## config.mk

```make
export PLATFORM = sky130hd
export DESIGN_NAME = adder_arbiter
export DESIGN_NICKNAME = d
export VERILOG_FILES = /design/src/rtl/adder_arbiter.sv
export SDC_FILE = /design/constraint.sdc
export NUM_CORES = 1
export LEC_CHECK = 0
export BUFFER_PORTS_ARGS = -buffer_cell sky130_fd_sc_hd__buf_2
export CAP_MARGIN = 20
export CORE_MARGIN = 2
export CORE_UTILIZATION = 44
export CTS_BUF_LIST = sky130_fd_sc_hd__clkbuf_16
export CTS_CLUSTER_SIZE = 30
export DETAILED_ROUTE_END_ITERATION = 8
export PLACE_DENSITY_LB_ADDON = 0.05
export SLEW_MARGIN = 0
export SYNTH_ARGS = -nofsm -noshare
export SYNTH_HDL_FRONTEND = slang
export SYNTH_SLANG_ARGS = --single-unit
```

## constraint.sdc

```tcl
create_clock -name clk -period 1.55 [get_ports clk]
set_input_delay 0 -clock clk [delete_from_list [all_inputs] [get_ports clk]]
set_output_delay 0 -clock clk [all_outputs]
set_load 0.1 [all_outputs]
```

## src/rtl/adder_arbiter.sv

```systemverilog
// Two-port arbiter in front of an external 32-bit adder.
// Grants one requester, drives the adder, captures the sum.
module adder_arbiter #(
  parameter bit RR_EN = 1'b1
) (
  input  logic        clk,
  input  logic        rst_n,
  input  logic        req0,
  input  logic        req1,
  input  logic [31:0] a0,
  input  logic [31:0] b0,
  input  logic [31:0] a1,
  input  logic [31:0] b1,
  input  logic        cin0,
  input  logic        cin1,
  output logic        gnt0,
  output logic        gnt1,
  output logic [31:0] add_x,
  output logic [31:0] add_y,
  output logic        add_cin,
  input  logic [31:0] add_s,
  input  logic        add_cout,
  output logic [31:0] res,
  output logic        res_cout,
  output logic        res_ovf,
  output logic        res_valid,
  output logic        res_id,
  output logic        busy,
  output logic [15:0] op_count
);

  typedef enum logic {
    IDLE,
    EXEC
  } state_t;

  state_t      state;
  state_t      state_nx;
  logic [31:0] x_q;
  logic [31:0] y_q;
  logic        cin_q;
  logic        owner;
  logic        last_owner;
  logic        any_req;
  logic        win;

  assign add_x   = x_q;
  assign add_y   = y_q;
  assign add_cin = cin_q;
  assign busy    = (state == EXEC);
  assign any_req = req0 | req1;

  // pick the winning port; ties alternate unless fixed priority
  always_comb begin
    win = 1'b0;
    unique case (1'b1)
      (req0 & ~req1): win = 1'b0;
      (~req0 & req1): win = 1'b1;
      (req0 & req1):  win = RR_EN ? ~last_owner : 1'b0;
      default:        win = 1'b0;
    endcase
  end

  // next state: one grant cycle, then one capture cycle
  always_comb begin
    state_nx = state;
    unique case (state)
      IDLE: if (any_req) state_nx = EXEC;
      EXEC: state_nx = IDLE;
    endcase
  end

  // state register
  always_ff @(posedge clk or negedge rst_n) begin
    if (!rst_n) state <= IDLE;
    else        state <= state_nx;
  end

  // grant pulse and operand capture for the winner
  always_ff @(posedge clk or negedge rst_n) begin
    if (!rst_n) begin
      gnt0       <= 1'b0;
      gnt1       <= 1'b0;
      x_q        <= '0;
      y_q        <= '0;
      cin_q      <= 1'b0;
      owner      <= 1'b0;
      last_owner <= 1'b1;
    end else begin
      gnt0 <= 1'b0;
      gnt1 <= 1'b0;
      if (state == IDLE && any_req) begin
        x_q        <= win ? a1 : a0;
        y_q        <= win ? b1 : b0;
        cin_q      <= win ? cin1 : cin0;
        owner      <= win;
        last_owner <= win;
        gnt0       <= ~win;
        gnt1       <= win;
      end
    end
  end

  // result capture; values hold until the next completion
  always_ff @(posedge clk or negedge rst_n) begin
    if (!rst_n) begin
      res       <= '0;
      res_cout  <= 1'b0;
      res_ovf   <= 1'b0;
      res_id    <= 1'b0;
      res_valid <= 1'b0;
      op_count  <= '0;
    end else begin
      res_valid <= 1'b0;
      if (state == EXEC) begin
        res       <= add_s;
        res_cout  <= add_cout;
        res_ovf   <= (x_q[31] == y_q[31]) && (add_s[31] != x_q[31]);
        res_id    <= owner;
        res_valid <= 1'b1;
        op_count  <= op_count + 16'd1;
      end
    end
  end

endmodule
```

==> impl_metrics.ini, run 1 <==
[place]
dpl_cell_area_sq_mm = 0.00684
routabilityCongestion = 0.767
hpwlAfterDp_um = 10300
preCtsSetupSlack_ns = 0.0871
io_buffers = 286

[yosys]
netlist_top_cells_area = dfrtp_1 60%, a221o_1 13%, mux2_2 7.8%
ys_types = 29
async_flop_share = 1.00
syn_area_per_cell_sq_um = 13.7
ys.flop_type = dfrtp_1
synthCells = 371
yosysTopAreaCell = dfrtp_1
syn_nets = 539
ys_warn_count = 0
netlist.area_leader.share = 0.596
synth_edf_count = 0
synth_commonest_cells = 121 x dfrtp_1, 65 x a221o_1, 52 x and2_1
synth_area_sq_mm = 0.00508
yosys.cell_count.top_type = dfrtp_1
ys_seq_elements = 122
synth-seq-area-share = 0.602

[clock_tree]
cts-resized-gates = 0
cts.sinks = 122
cts.path.max_buffers = 2
ctsHoldBuffers = 164
cts_root_buffer = clkbuf_16
post-cts-setup-buffers = 0
ctsHtreeMaxLevel = 4
cts_made_buffers = 17

[outcome]
outcome = did not finish
firstError = [ERROR RSZ-0060] Max buffer count reached.
failed_stage = clock tree synthesis

[die]
die_y_um = 111
row_count = 39
io_pins = 287
start_util = 0.448
fp.dieW_um = 111
-- cells by family after synthesis --
logic type	share of synthesized area
multiplexers	0.0776
buffers and inverters	0.0412
flip-flops	0.602
XOR/XNOR	0.0259
adder cells (fa/ha/maj)	0.00246
AO/OA/AOI/OAI	0.141
AND/OR/NAND/NOR	0.110
-- stage by stage --
step           hold WS [ns]  instances  utilization
3_3_place_gp         -0.103        787        0.604
2_1_floorplan        -0.296        371            -
3_5_place_dp         -0.104        787        0.604
==> run 2: changes to the inputs <==
- CORE_UTILIZATION: 44 -> 40
- CTS_BUF_LIST: sky130_fd_sc_hd__clkbuf_16 -> not set
- CTS_CLUSTER_SIZE: 30 -> not set
- PLACE_DENSITY_LB_ADDON: 0.05 -> 0.15
==> impl_metrics.ini, run 2 <==
[detailed_routing]
drt_pass1_iterations = 4
drt_iter0_markers = 305
wl_um = 17800
vias_per_cell = 5.03
drc = 0
vias = 5098
ant_nets = 0
wl_per_cell_um = 17.5

[setup_path]
crit_path_max_incr_delay_ns = 0.51
cp_cell_sequence = o21bai_4 > buf_12 > and2_1 > a221o_1
worst_setup_path_end_kind = flip-flop
critPathMaxFanout = 42
crit_path_start_kind = flip-flop
cpMaxStageDelayCell = dfrtp_4
worst-path-buf-inv = 1
cp.required_ns = 1.84
worstPathArrival_ns = 1.79
critical-path-top-delay-family = flip-flops
crit_type = flip-flop to flip-flop

[die]
die-area_sq_mm = 0.0136
io_pins = 287
fp.dieW_um = 117
die_y_um = 117
fp.coreArea_sq_mm = 0.0125
row_count = 41
start_util = 0.406

[grt]
track_usage = 0.263
grt_pass1_vias = 5369
grt_pass1_wl_um = 26900
grt_use_met3 = 0.0732
use_met1 = 0.294
use_met2 = 0.457
grt_max_degree = 48
overflow = 0
grt-busiest-layer = met2
antenna_found_initial = 1

[pwr]
power_density_mw_per_mm2 = 1750
ir_worst_vdd_v = 0.00113
leakagePower_uw = 0.00447
p_total_uw = 16000

[clock_tree]
ctsHtreeMaxLevel = 4
tritoncts = done
cts_root_buffer = clkbuf_16
clk_pin_slew_ns = 0.05
cts_made_buffers = 17
cts.path.max_buffers = 2
cts-resized-gates = 0
cts.sinks = 122
insertion_delay_ns = 0.41

[timing]
setup_slack_ns = 0.0444
hold_viol = 0
post-route-period-util = 0.971
max_slew_margin = 0.652
tightest_slew_ns = 0.525
fin_crit_ns = 1.51
slew_violations = 0
rsz0062_at_grt = false
fmax_mhz = 664
fin_skew_ns = 0.00834
finalSetupViolations = 0

[final_layout]
regArea_sq_mm = 0.00309
final_cells = 1014
syn_to_final_growth_pct = 79.8
final_cell_mix = 284 x buf_2, 164 x dlygate4sd3_1, 105 x dfrtp_1
final_common_cell = buf_2
final_nets = 996
fillers = 861
drive_gt1_frac = 0.465
multiInputGateArea_sq_mm = 0.00189

[yosys]
synth_commonest_cells = 121 x dfrtp_1, 65 x a221o_1, 52 x and2_1
ys.flop_type = dfrtp_1
netlist.area_leader.share = 0.596
netlist_top_cells_area = dfrtp_1 60%, a221o_1 13%, mux2_2 7.8%
synth_edf_count = 0
synth-seq-area-share = 0.602
yosys.cell_count.top_type = dfrtp_1
ys_seq_elements = 122
async_flop_share = 1.00
yosysTopAreaCell = dfrtp_1
ys_types = 29
synthCells = 371
ys_warn_count = 0
syn_area_per_cell_sq_um = 13.7
syn_nets = 539
synth_area_sq_mm = 0.00508

[place]
preCtsSetupSlack_ns = 0.0803
routabilityCongestion = 0.782
io_buffers = 286
dp.cells = 817
hpwlAfterDp_um = 11000

[job]
cap_violations = 0

[outcome]
outcome = finished, final reports clean

[hold_path]
hold_path.class = input port to async pin
run 2: cells by family (layout without fill, tap and decap cells):
family,count (synthesis),after routing,synth area share
AO/OA/AOI/OAI,72,72,0.141
XOR/XNOR,15,15,0.0259
adder cells (fa/ha/maj),1,1,0.00246
buffers and inverters,33,503,0.0412
flip-flops,122,122,0.602
multiplexers,35,35,0.0776
other,0,1,0
AND/OR/NAND/NOR,93,93,0.110
run 2: report_power, final:
part | switching, uW | internal [uW]
sequential | 454 | 3890
combinational | 6000 | 1630
clock | 1370 | 2640
run 2: layout make-up:
type	count	area share
inverter	6	0.00247
clock inverter	8	0.0129
antenna	1	0.000274
tap	172	0.0236
timing repair buffer	465	0.362
clock buffer	24	0.0528
sequential	122	0.339
multi-input combinational	216	0.207
run 2: what timing repair did:
item                                   CTS  global route
endpoints found under the hold margin  220             0
hold buffers                           164             0
buffers inserted                         0             0
run 2: worst paths after layout:
| check | from | to | slack (ns) | cells past startpoint |
|---|---|---|---|---|
| worst max-delay path | busy$_DFF_PN0_ | add_x[24]$_DFFE_PN0P_ | 0.04 | 4 |
| min in group clk | req1 | busy$_DFF_PN0_ | 0.06 | 4 |
| max in group asynchronous | rst_n | last_owner$_DFFE_PN1P_ | 0.88 | 3 |
| worst max register to register | busy$_DFF_PN0_ | add_x[24]$_DFFE_PN0P_ | 0.04 | 4 |
| worst min-delay path | rst_n | res[15]$_DFFE_PN0P_ | 0.06 | 2 |
| worst min register to register | op_count[15]$_DFFE_PN0P_ | op_count[15]$_DFFE_PN0P_ | 0.47 | 1 |
run 2: through the flow:
stage               hold slack, ns  utilization  instance area [sq um]  setup TNS, ns
global placement           -0.0547        0.550                   6880              0
finish                      0.0560        0.729                   9130              0
global route                0.0755        0.729                   9130              0
detailed placement         -0.0496        0.550                   6880              0
floorplan                   -0.296            -                   5190          -8.12
CTS                         0.0544        0.729                   9120              0
run 2: layer usage:
layer / up-vias / wire length [um]
met5: - / 0
met4: 0 / 731
met3: 64 / 1170
met2: 242 / 9180
met1: 2480 / 6710
li1: 2312 / -
(Power assumes the default switching activity.)
